`config.mk`:
```
export PLATFORM = sky130hd
export DESIGN_NAME = elevator_dispatcher
export DESIGN_NICKNAME = d
export VERILOG_FILES = /design/src/rtl/elevator_pkg.sv /design/src/rtl/rr_floor_picker.sv /design/src/rtl/elevator_dispatcher.sv
export SDC_FILE = /design/constraint.sdc
export NUM_CORES = 1
export LEC_CHECK = 0
export CAP_MARGIN = 20
export CORE_MARGIN = 2
export CORE_UTILIZATION = 59
export CTS_CLUSTER_SIZE = 24
export DETAILED_ROUTE_END_ITERATION = 8
export PLACE_DENSITY = 0.86
export REMOVE_ABC_BUFFERS = 1
export SYNTH_ARGS = -nofsm -noshare
export SYNTH_HDL_FRONTEND = slang
export SYNTH_SLANG_ARGS = --single-unit
```
`constraint.sdc`:
```
create_clock -name clk -period 16.7 [get_ports clk]
set_input_delay 3.34 -clock clk [delete_from_list [all_inputs] [get_ports clk]]
set_output_delay 3.34 -clock clk [all_outputs]
set_load 0.05 [all_outputs]
```
`src/rtl/elevator_pkg.sv`:
```
// Shared constants and types for the hall-call dispatcher.
package elevator_pkg;

  localparam int unsigned NUM_FLOORS = 8;
  localparam int unsigned FLOOR_W    = 3;

  typedef enum logic [1:0] {
    IDLE  = 2'd0,
    PICK  = 2'd1,
    ISSUE = 2'd2
  } disp_state_e;

  localparam logic CAR1 = 1'b0;
  localparam logic CAR2 = 1'b1;

endpackage

```
`src/rtl/rr_floor_picker.sv`:
```
// Round-robin search of the pending bitmap starting at rr_ptr, wrapping at the top floor.
module rr_floor_picker
  import elevator_pkg::*;
(
  input  logic [NUM_FLOORS-1:0] pending,
  input  logic [FLOOR_W-1:0]    rr_ptr,
  output logic [FLOOR_W-1:0]    target,
  output logic                  found
);

  // First set bit at or above rr_ptr, modulo NUM_FLOORS.
  always_comb begin
    int unsigned idx;
    idx    = 0;
    target = '0;
    found  = 1'b0;
    for (int unsigned i = 0; i < NUM_FLOORS; i++) begin
      idx = (32'(rr_ptr) + i) % NUM_FLOORS;
      if (!found && pending[idx]) begin
        found  = 1'b1;
        target = FLOOR_W'(idx);
      end
    end
  end

endmodule

```
`src/rtl/elevator_dispatcher.sv`:
```
// Two-car hall-call dispatcher: captures calls, picks one round-robin, hands it to the
// nearest eligible car over valid/ack and counts accepted dispatches per car.
module elevator_dispatcher
  import elevator_pkg::*;
#(
  parameter int unsigned CNT_W = 8
) (
  input  logic                  clk,
  input  logic                  rst,
  input  logic                  call_valid,
  input  logic [FLOOR_W-1:0]    call_floor,
  input  logic [FLOOR_W-1:0]    car1_floor,
  input  logic [FLOOR_W-1:0]    car2_floor,
  input  logic                  car1_busy,
  input  logic                  car2_busy,
  input  logic                  car1_complete,
  input  logic                  car2_complete,
  input  logic                  car1_over_weight,
  input  logic                  car2_over_weight,
  output logic                  car1_req_valid,
  output logic [FLOOR_W-1:0]    car1_req_floor,
  input  logic                  car1_req_ack,
  output logic                  car2_req_valid,
  output logic [FLOOR_W-1:0]    car2_req_floor,
  input  logic                  car2_req_ack,
  output logic [NUM_FLOORS-1:0] pending,
  output logic [CNT_W-1:0]      turnover1,
  output logic [CNT_W-1:0]      turnover2
);

  disp_state_e           state;
  logic [FLOOR_W-1:0]    target;
  logic [FLOOR_W-1:0]    rr_ptr;
  logic                  car_sel;
  logic                  assigned1;
  logic                  assigned2;

  logic                  elig1;
  logic                  elig2;
  logic [FLOOR_W-1:0]    pick_floor;
  logic                  pick_found;
  logic [FLOOR_W:0]      d1;
  logic [FLOOR_W:0]      d2;
  logic                  pick_car;
  logic                  pick_ok;
  logic                  acc1;
  logic                  acc2;
  logic                  abort;
  logic [NUM_FLOORS-1:0] call_set;
  logic [NUM_FLOORS-1:0] call_clr;
  logic [FLOOR_W-1:0]    rr_next;

  rr_floor_picker u_picker (
    .pending (pending),
    .rr_ptr  (rr_ptr),
    .target  (pick_floor),
    .found   (pick_found)
  );

  // Eligibility, distance-based car choice, handshake decode and pending set/clear masks.
  always_comb begin
    elig1 = !car1_busy && !assigned1 && !car1_over_weight;
    elig2 = !car2_busy && !assigned2 && !car2_over_weight;

    d1 = (car1_floor >= pick_floor) ? ({1'b0, car1_floor} - {1'b0, pick_floor})
                                    : ({1'b0, pick_floor} - {1'b0, car1_floor});
    d2 = (car2_floor >= pick_floor) ? ({1'b0, car2_floor} - {1'b0, pick_floor})
                                    : ({1'b0, pick_floor} - {1'b0, car2_floor});

    // Ties go to car 1; a car that lost eligibility since IDLE is simply never chosen.
    pick_car = (elig1 && (!elig2 || d1 <= d2)) ? CAR1 : CAR2;
    pick_ok  = pick_found && (elig1 || elig2);

    acc1  = (state == ISSUE) && car1_req_valid && car1_req_ack;
    acc2  = (state == ISSUE) && car2_req_valid && car2_req_ack;
    abort = (state == ISSUE) &&
            (((car_sel == CAR1) && car1_over_weight) || ((car_sel == CAR2) && car2_over_weight));

    call_set = '0;
    if (call_valid && ({1'b0, call_floor} < (FLOOR_W+1)'(NUM_FLOORS))) begin
      call_set[call_floor] = 1'b1;
    end

    call_clr = '0;
    if (acc1 || acc2) begin
      call_clr[target] = 1'b1;
    end

    rr_next = (target == FLOOR_W'(NUM_FLOORS - 1)) ? '0 : target + 1'b1;
  end

  // Dispatch FSM with registered request outputs, pending bitmap, assignment flags and counters.
  always_ff @(posedge clk or posedge rst) begin
    if (rst) begin
      state          <= IDLE;
      target         <= '0;
      rr_ptr         <= '0;
      car_sel        <= CAR1;
      assigned1      <= 1'b0;
      assigned2      <= 1'b0;
      pending        <= '0;
      car1_req_valid <= 1'b0;
      car1_req_floor <= '0;
      car2_req_valid <= 1'b0;
      car2_req_floor <= '0;
      turnover1      <= '0;
      turnover2      <= '0;
    end else begin
      // A new call to the floor being cleared wins over the clear.
      pending <= (pending & ~call_clr) | call_set;

      // Acceptance wins over a simultaneous complete pulse.
      if (acc1) begin
        assigned1 <= 1'b1;
        turnover1 <= turnover1 + CNT_W'(1);
      end else if (car1_complete) begin
        assigned1 <= 1'b0;
      end

      if (acc2) begin
        assigned2 <= 1'b1;
        turnover2 <= turnover2 + CNT_W'(1);
      end else if (car2_complete) begin
        assigned2 <= 1'b0;
      end

      case (state)
        IDLE: begin
          if ((pending != '0) && (elig1 || elig2)) begin
            state <= PICK;
          end
        end
        PICK: begin
          if (pick_ok) begin
            target  <= pick_floor;
            car_sel <= pick_car;
            if (pick_car == CAR1) begin
              car1_req_valid <= 1'b1;
              car1_req_floor <= pick_floor;
            end else begin
              car2_req_valid <= 1'b1;
              car2_req_floor <= pick_floor;
            end
            state <= ISSUE;
          end else begin
            state <= IDLE;
          end
        end
        ISSUE: begin
          if (acc1 || acc2) begin
            car1_req_valid <= 1'b0;
            car2_req_valid <= 1'b0;
            rr_ptr         <= rr_next;
            state          <= IDLE;
          end else if (abort) begin
            car1_req_valid <= 1'b0;
            car2_req_valid <= 1'b0;
            state          <= IDLE;
          end
        end
        default: begin
          car1_req_valid <= 1'b0;
          car2_req_valid <= 1'b0;
          state          <= IDLE;
        end
      endcase
    end
  end

endmodule

```
======== Word-level counts from Yosys, hierarchy flattened ========
Index checks and enable logic that the tools add are counted.
operators by class
  add/sub/neg operators ................... 14
  order comparisons ....................... 15
  eq/ne operators ......................... 8
  multiplexer cells ....................... 59
  bitwise gates (word level) .............. 6
  reduce and logical (&&, ||, !) cells .... 52
operators with widths
  cell                                                                number
  less-than comparator 3 x 4 -> 1 bit (second input constant)         10
  two-way mux 1 bit                                                   29
  two-way mux 3 bit                                                   9
  binary-select mux 1 bit (select 3 bit)                              8
  logical AND 1 bit                                                   23
  adder 8 x 1 -> 8 bit (second input constant)                        2
  two-way mux 8 bit                                                   2
  subtractor 3 x 3 -> 4 bit                                           4
  zero test 1 bit                                                     14
  adder 3 bit (second input constant)                                 4
  bitwise AND 8 bit                                                   1
  two-way mux 2 bit                                                   4
  two-way mux 4 bit                                                   2
  != test 2 bit (second input constant)                               4
  inverter 8 bit                                                      1
  bitwise OR 8 bit                                                    1
  AND reduction 4 bit                                                 2
  nonzero test 8 bit                                                  1
  adder 3 x 1 -> 3 bit (second input constant)                        2
  adder 3 x 2 -> 3 bit (second input constant)                        2
  demux 1 bit (select 3 bit)                                          2
  greater-or-equal comparator 3 x 1 -> 1 bit (second input constant)  2
  greater-or-equal comparator 3 bit                                   2
  case mux 1 bit (3 select lines)                                     2
  other kinds (12)                                                    21
storage, ports and cells
  flip-flop bits (word level) ............. 43
  input port bits ......................... 20
  output and inout port bits .............. 32
  word-level logic and storage cells ...... 167

======== Logic depth before layout (Yosys ltp) ========
Gate-level depths: netlist of the first run.
  depth after elaboration ................. 32
  depth in mapped cells ................... 25
  depth with buffers taken out ............ 22

======== Cells and area by module ========
A second synthesis of the first run with hierarchy kept.
second synthesis, totals
  cells, all modules ...................... 337
  area, all modules ....................... 3518.4 sq um
modules (own cells, without submodules)
  module               instances  cells each  area each (sq um)  sequential area each (sq um)
  elevator_dispatcher  1          216         2437.3             1076.0
  rr_floor_picker      1          121         1081.0             0.0

======== Least setup slack after synthesis of the first run ========
OpenSTA, ideal clock, no wires.
  path type ............................... input -> register
  start ................................... in car1_floor[0]
  end ..................................... reg car2_req_floor[1]
  setup time .............................. 128 ps
  arrival ................................. 6722 ps
  data required time ...................... 16572 ps
  path slack .............................. 9851 ps
  stages on the path ...................... 15
  buffers on the path ..................... 0
  path through ............................ inv_1 -> ha_1 -> inv_1 -> fa_1 -> fa_1 -> a31oi_1 -> a21oi_1 -> a221o_1 -> a221oi_1 -> ha_1 -> nand4_1 -> o211ai_1 -> o21a_1 -> nor3_1 -> mux2_1
on the way
  cells in the longest elaborated chain, start to end .. 7
  elaborated cells on any way between the ends .. 9
  those cells by class .................... add/sub (2); order compare (2); mux (1); bitwise (1); reduce/logical (3)
ends and longest elaborated chain
  element                                            RTL line                    RTL
  from (decl)                                        elevator_dispatcher.sv:12   input logic [FLOOR_W-1:0] car1_floor,
  subtractor 3 x 3 -> 4 bit (tied with other cells)  elevator_dispatcher.sv:66   : ({1'b0, pick_floor} - {1'b0, car1_floor});
  two-way mux 4 bit *                                elevator_dispatcher.sv:65   d1 = (car1_floor >= pick_floor) ? ({1'b0, car1_floor} - {1'b0, pick_floor})
  less-or-equal comparator 4 bit *                   elevator_dispatcher.sv:71   pick_car = (elig1 && (!elig2 || d1 <= d2)) ? CAR1 : CAR2;
  logical OR 1 bit *                                 elevator_dispatcher.sv:71
  logical AND 1 bit *                                elevator_dispatcher.sv:71
  inverter 1 bit (no line) *                         --
  AND reduction 3 bit (no line) *                    --
  to (signal assigned)                               elevator_dispatcher.sv:142  car2_req_floor <= pick_floor;
  to (decl)                                          elevator_dispatcher.sv:24   output logic [FLOOR_W-1:0] car2_req_floor,
Every way passes the cells marked *; elsewhere a longest branch is shown, timed or not.
A chain may end at the register's enable or synchronous reset.

======== Worst setup path in the final report of the first run ========
  start ................................... reg rr_ptr[0]
  end ..................................... reg car2_req_floor[1]
on the way
  cells in the longest elaborated chain, start to end .. 31
  elaborated cells on any way between the ends .. 67
  those cells by class .................... add/sub (11); order compare (3); mux (34); bitwise (1); reduce/logical (18)
ends and longest elaborated chain
  element                                                                        RTL line                                              RTL
  from (decl)                                                                    elevator_dispatcher.sv:33                             logic [FLOOR_W-1:0] rr_ptr;
  from (signal assigned)                                                         elevator_dispatcher.sv:153                            rr_ptr <= rr_next;
  parallel branches: the longest is 23 deep, another holds adder 3 x 1 -> 3 bit  --
  two-way mux 3 bit *                                                            rr_floor_picker.sv:19                                 if (!found && pending[idx]) begin
  via pick_floor[1]                                                              elevator_dispatcher.sv:40                             logic [FLOOR_W-1:0] pick_floor;
  subtractor 3 x 3 -> 4 bit (tied with other cells)                              elevator_dispatcher.sv:66
  two-way mux 4 bit (on tied branches)                                           elevator_dispatcher.sv:65, elevator_dispatcher.sv:67
  less-or-equal comparator 4 bit                                                 elevator_dispatcher.sv:71
  logical OR 1 bit                                                               elevator_dispatcher.sv:71
  logical AND 1 bit                                                              elevator_dispatcher.sv:71
  inverter 1 bit (no line)                                                       --
  AND reduction 3 bit (no line)                                                  --
Mark *: on every way through the listed nets, which the timed path passes. The select of a mux whose other input is x is not followed.

==> impl_results.md, run 1 <==
* CTS Root Cell: clkbuf_8
* Cell family contributing the most delay on the critical path: compound AO/OA/AOI/OAI gates
* YS warnings at 0
* WHS Path Cells at 1
* Critical path cell sequence: clkinv_1, ha_1, mux4_1, mux2i_1, a32o_2, nand3_1, o311ai_4, inv_1, fa_1, fa_1, a31oi_1, a21oi_1, a221o_1, a221oi_1, ha_1, nand4_1, o211ai_1, o21a_1, nor3_1, mux2_1
* Net Sw Power at 370.0 uW
* Seq/Total Area, Yosys at 0.3133
* RR Endpoint: car2_req_floor[1]$_DFFE_PP0P_
* Post-synth EDFFs at 0
* Setup Fix Bufs, Post-CTS at 0
* Hold endpoint: turnover2[7]$_DFFE_PP0P_
* Worst R2R Path Depth at 20
* Setup ws final at 8.773 ns
* Relative slew slack at 0.4824
* Die Y at roughly 80 um
* Die area at roughly 6400 um^2
* First-pass GRT wire length at approximately 13,000 um
* GRT Util Overall at 0.2531
* CTS Buffer Depth at 2
* Fin crit share at 0.4747
* Sw Ratio at 0.4676
* Top cells by area, synth: dfrtp_1, ha_1, mux4_2
* Hold-fix buffers, CTS at 0
* Outcome: completed
* Non-Filler Instances at between 400 and 500
* PortBufs at 51
* Yosys reg bits at 43
* Storage cell area at 1076 um^2
* Cell taking the most area after synthesis: dfrtp_1
* Number of cell rows at 27
* Worst Skew at between 0.01 and 0.015 ns
* Core Area at 5574 um^2
* Logic pwr share at 0.648
* Initial core utilization at 0.6162
* Setup WS pre-CTS at between 8 and 9 ns
* Crit path launch type: flip-flop
* Post-synthesis async set-or-reset flop share at 1.000
* Worst hold path class: flip-flop to flip-flop
* Pint at 421.3 uW
* Synth Instances at around 320
* Power per cell area at ~190 nW/um^2
* Worst EP arrival at between 8 and 9 ns
* Vias per inst at between 6 and 7
* Largest net degree at the start of global routing at between 40 and 50
* Clk sinks at 43
* Layout cells sized above 1 at 0.1247
* Gr ovfl total at 0
* Slowest cell on crit path: dfrtp_1
* Fin nets at 415
* DRT Pass-1 Iters at 4
* Final Wtd Congestion at around 0.84
* Commonest non-fill, non-tap cell in the layout: clkdlybuf4s50_1
* Seq pwr share at 0.230
* Synth cell types at 59
* TritonCTS Buffers at 5
* CTS HTree Levels at 2
* Routed len/inst at 17.35 um
* I/O pins at 52
* Final Hold Viols at 0
* Post_cts resized at 0
* Commonest cells after routing, fill and taps aside: clkdlybuf4s50_1, dfrtp_1, nand2_1
* Min Tclk post-route at 7.927 ns
* Die width at ~80 um
* Clock Latency Late Sink at 0.31 ns
* Critical-path maximum fanout at 16
* Clk slew on worst S/H paths at around 0.09 ns
* Req. time, crit path at approximately 17 ns
* Kind of critical path: flip-flop to flip-flop
* Worst path bufs/invs at 2
* Post-synth top flop: dfrtp_1
* Placed Cells at 433
* Setup slack, reg-to-reg at roughly 9 ns
* Post-synth top area share at 0.3133
* Max-Cap Viols at 0
* CTS tree: done
* Area growth syn-to-layout at 19.82%
* Post-route DRC at 0
* Worst R2R Start: rr_ptr[0]$_DFFE_PP0P_
* Maximum vdd drop at 117.1 uV
* HP Start: turnover2[7]$_DFFE_PP0P_
* Vias in the first global route at between 2k and 3k
* Worst slew pin tran at between 0.7 and 0.8 ns
* Post-Syn Area at 3435 um^2
* Leakage at around 0.0017 uW
* Clock share of power at 0.122
* # fillers at between 400 and 500
* Syn avg cell area at between 10 and 15 um^2
* Crit path capture type: flip-flop
* Initial DRC count at about 260
* Slew Viols, Final at 0
* Antenna cells at 0
* Detailed placer's ending HPWL at approximately 5700 um
* Total power draw at approximately 800 uW
* Post-Route WL at roughly 7700 um
* RSZ-0062 raised after global routing: no
* Worst stage delay on the critical path at ~0.85 ns
* Antenna violations before repair at 0
* Multi-input gate area at ~2200 um^2
* Final setup viols at 0
* Antenna-violating nets left at 0
* Vias at between 2k and 3k
* Max Freq at 126.2 MHz
* Setup TNS at 0 ns
-- per-stage QoR --
stage	utilization	hold slack [ns]	area, um^2
final	0.7383	0.4886	4115
after floorplan	-	0.4513	3374
after detailed placement	0.7145	0.4787	3983
after global routing	0.7383	0.5158	4115
after CTS	0.7383	0.4893	4115
after global placement	0.7145	0.4595	3983
-- how the worst max path moves through the flow --
stage | slack [ns] | start | to | cells past startpoint
after global placement | 9.17 | car1_floor[0] | car2_req_floor[1]$_DFFE_PP0P_ | 16
after global routing | 8.22 | rr_ptr[0]$_DFFE_PP0P_ | car2_req_floor[1]$_DFFE_PP0P_ | 20
after floorplan | 9.85 | car1_floor[0] | car2_req_floor[1]$_DFFE_PP0P_ | 15
after CTS | 8.83 | rr_ptr[0]$_DFFE_PP0P_ | car2_req_floor[1]$_DFFE_PP0P_ | 20
after detailed placement | 8.88 | rr_ptr[0]$_DFFE_PP0P_ | car2_req_floor[1]$_DFFE_PP0P_ | 20
final | 8.77 | rr_ptr[0]$_DFFE_PP0P_ | car2_req_floor[1]$_DFFE_PP0P_ | 20
-- logic make-up (layout without fill, tap and decap cells) --
group,Yosys count,in the layout,synth area share
XOR/XNOR,19,19,0.04845
buffers and inverters,30,81,0.04044
adder cells (fa/ha/maj),27,27,0.1115
multiplexers,45,45,0.2084
flip-flops,43,43,0.3133
AND/OR/NAND/NOR,91,91,0.1403
AO/OA/AOI/OAI,63,63,0.1377
-- final cells by class --
type | count | area share
Clock buffer | 6 | 0.01763
Clock inverter | 2 | 0.01459
Inverter | 21 | 0.01915
Multi-Input combinational cell | 245 | 0.5394
Sequential cell | 43 | 0.2615
Tap cell | 72 | 0.02189
Timing Repair Buffer | 52 | 0.1259
-- power groups by stage --
stage          Clock [uW]  Sequential [uW]  Combinational (uW)
4_1_cts              97.5              181                 513
5_1_grt               101              187                 562
6_report             96.5              182                 513
3_5_place_dp            0              182                 512
2_1_floorplan           0              228                 335
3_3_place_gp            0              182                 495
-- sequential cells by signal, summed over array words and instances (netlist names), 2 cells and up --
register,flops
turnover1,8
turnover2,8
target,3
state,2
rr_ptr,3
pending,8
car1_req_floor,3
car2_req_floor,3
-- synth_stat cells (2+ instances only) --
| cell | number |
|---|---|
| a311oi_1 | 3 |
| o21ai_0 | 19 |
| nor2_1 | 17 |
| fa_1 | 6 |
| and2_1 | 2 |
| nand4_1 | 11 |
| nand2b_1 | 8 |
| dfrtp_1 | 43 |
| clkbuf_1 | 3 |
| clkinv_1 | 2 |
| nor2b_1 | 2 |
| o211ai_1 | 2 |
| nand3_1 | 5 |
| mux4_1 | 6 |
| a221oi_1 | 3 |
| and4b_1 | 2 |
| o31ai_1 | 7 |
| a31o_2 | 2 |
| a21oi_1 | 6 |
| mux2_2 | 13 |
| a211oi_1 | 2 |
| nor3_1 | 6 |
| xnor2_1 | 15 |
| and3_1 | 4 |
| buf_2 | 3 |
| mux2i_1 | 9 |
| mux2_1 | 4 |
| nand2_1 | 24 |
| ha_1 | 21 |
| a21o_1 | 4 |
| xor2_1 | 4 |
| nor3b_1 | 2 |
| o21a_1 | 2 |
| mux4_2 | 10 |
| inv_1 | 19 |
| buf_6 | 3 |
| o21ai_1 | 2 |
-- routing by layer --
metal	wire, um	vias to the layer above	GRT usage
li1	-	1293	-
met1	3329	1362	0.3477
met2	3881	73	0.4167
met3	338	12	0.04494
met4	101	0	0.06610
met5	0	-	0
(Power assumes the default switching activity.)
==> run 2: changes to the inputs <==
Settings changed: CORE_UTILIZATION 59 to 50, PLACE_DENSITY 0.86 to 0.78.
Clock period 16.7 ns to 6.7 ns, I/O delays scaled along.
==> impl_results.md, run 2 (synthesis gave the netlist of run 1 again) <==
* GRT Util Overall at 0.2157
* Final Hold Viols at 0
* Largest net degree at the start of global routing at 44
* Max-Cap Viols at 0
* Commonest cells after routing, fill and taps aside: clkdlybuf4s50_1, dfrtp_1, nand2_1
* Slew Viols, Final at 0
* Initial DRC count at 269
* Finished Cell Area at approximately 4200 um^2
* Antenna-violating nets left at 0
* Vias per inst at 6.048
* HP Start: turnover2[7]$_DFFE_PP0P_
* Max Freq at roughly 160 MHz
* Min Tclk post-route at about 6.3 ns
* CTS Root Cell: clkbuf_8
* Die width at roughly 87 um
* First-pass GRT wire length at roughly 13,000 um
* Maximum vdd drop at 245.7 uV
* Relative slew slack at 0.5466
* TritonCTS Buffers at 5
* Vias in the first global route at 2,650
* Vias at around 2.8k
* Final Wtd Congestion at about 0.84
* DRT Pass-1 Iters at 4
* Area growth syn-to-layout at 21.09%
* Power per cell area at approximately 480 nW/um^2
* Total power draw at 1976 uW
* Number of cell rows at 30
* Setup slack, reg-to-reg at around 0.4 ns
* Clk slew on worst S/H paths at around 0.08 ns
* Biggest regs: pending x8, turnover1 x8, turnover2 x8
* Worst EP arrival at 6.48 ns
* Crit path launch type: flip-flop
* Fin crit share at 0.9393
* Routed len/inst at about 17 um
* Post-place instance area at 4030 um^2
* Worst R2R Path Depth at 20
* Setup WS pre-CTS at -0.09613 ns
* Worst R2R Start: rr_ptr[1]$_DFFE_PP0P_
* Initial core utilization at 0.5112
* Worst hold path class: flip-flop to flip-flop
* WHS at around 0.48 ns
* Final setup viols at 0
* Die area at 7548 um^2
* Layout cells sized above 1 at 0.1534
* Antenna cells at 0
* Commonest non-fill, non-tap cell in the layout: clkdlybuf4s50_1
* Worst Skew at ~0.0085 ns
* Placed Cells at around 450
* Die Y at around 87 um
* Post-route DRC at 0
* Worst slew pin tran at ~0.68 ns
* Post-Route WL at around 7800 um
* PortBufs at 51
* Detailed placer's ending HPWL at around 5800 um
* CTS Buffer Depth at 2
* Non-Filler Instances at 458
* Crit path capture type: flip-flop
* Clk sinks at 43
* Antenna violations before repair at 0
* Setup ws final at 0.4065 ns
* CTS tree: done
* Hold endpoint: turnover2[7]$_DFFE_PP0P_
* WHS Path Cells at 1
* Outcome: completed
* Clock Latency Late Sink at around 0.30 ns
* I/O pins at 52
* CTS HTree Levels at 2
* Core Area at roughly 6700 um^2
* Leakage at ~0.0018 uW
* Critical-path maximum fanout at 13
* # fillers at approximately 540
* Fin nets at between 400 and 500
* Req. time, crit path at ~6.9 ns
* RR Endpoint: car2_req_floor[0]$_DFFE_PP0P_
* Gr ovfl total at 0
* Kind of critical path: flip-flop to flip-flop
[run 2: changes by cell type in the layout (fill, tap and decap cells not counted), sizes merged]
cell,change
buf,+9
clkinv,+1
clkinvlp,+1
bufinv,-2
[run 2: layout make-up]
type / instances / area, um^2 / area share
flip-flops and latches: 43 / 1076 / 0.2587
clock inverters: 2 / 12.51 / 0.003008
inverters: 21 / 78.83 / 0.01895
multi-input cells: 245 / 2233 / 0.5370
well taps: 80 / 100.1 / 0.02407
repair buffers: 61 / 585.6 / 0.1408
clock buffers: 6 / 72.57 / 0.01745
[run 2: how the worst max path moves through the flow]
stage,startpoint,to,slack (ns)
floorplan,rr_ptr[0]$_DFFE_PP0P_,car2_req_floor[1]$_DFFE_PP0P_,-0.13
global placement,rr_ptr[0]$_DFFE_PP0P_,car2_req_floor[0]$_DFFE_PP0P_,0.24
detailed placement,rr_ptr[1]$_DFFE_PP0P_,car2_req_floor[0]$_DFFE_PP0P_,-0.1
CTS,rr_ptr[1]$_DFFE_PP0P_,car2_req_floor[0]$_DFFE_PP0P_,0.03
global route,rr_ptr[0]$_DFFE_PP0P_,car2_req_floor[0]$_DFFE_PP0P_,-0.02
finish,rr_ptr[1]$_DFFE_PP0P_,car2_req_floor[0]$_DFFE_PP0P_,0.41
[run 2: worst max-delay path, cell delays in order (launching register included)]
cell and delay (ns):
dfrtp_1 0.36, clkinv_1 0.09, ha_2 0.51, mux4_1 0.60
mux2i_1 0.19, a32o_2 0.25, nand3_1 0.21, o311ai_4 0.45
inv_1 0.21, fa_1 0.47, fa_1 0.39, a31oi_2 0.36
a21oi_1 0.15, a221o_1 0.32, a221oi_1 0.26, ha_1 0.29
nand4_1 0.09, o211ai_1 0.09, o21a_1 0.26, nor3_2 0.28
mux2_1 0.36
[run 2: repair_timing]
action                     4_1_cts  5_1_grt
pin swaps                        0        1
hold buffers                     0        0
resized for setup                1        2
setup endpoints to repair        2        9
setup buffers                    0        4
[run 2: layer usage]
layer	routed length [um]	up-vias	GRT usage
li1	-	1309	-
met1	3441	1365	0.2930
met2	3884	86	0.3643
met3	386	10	0.03223
met4	103	0	0.05256
met5	0	-	0
[run 2: per-stage QoR]
step                TNS [ns]    util
floorplan            -0.2692       -
global placement           0  0.5998
detailed placement   -0.1843  0.5998
CTS                        0  0.6134
global route        -0.02005  0.6190
finish                     0  0.6190
[run 2: report_power, final]
part,leakage [uW],internal (uW),switching (uW)
sequential,0.000536,322,102
clock,0.0000412,72.9,89.7
combinational,0.00118,636,753
total,0.00176,1030,945
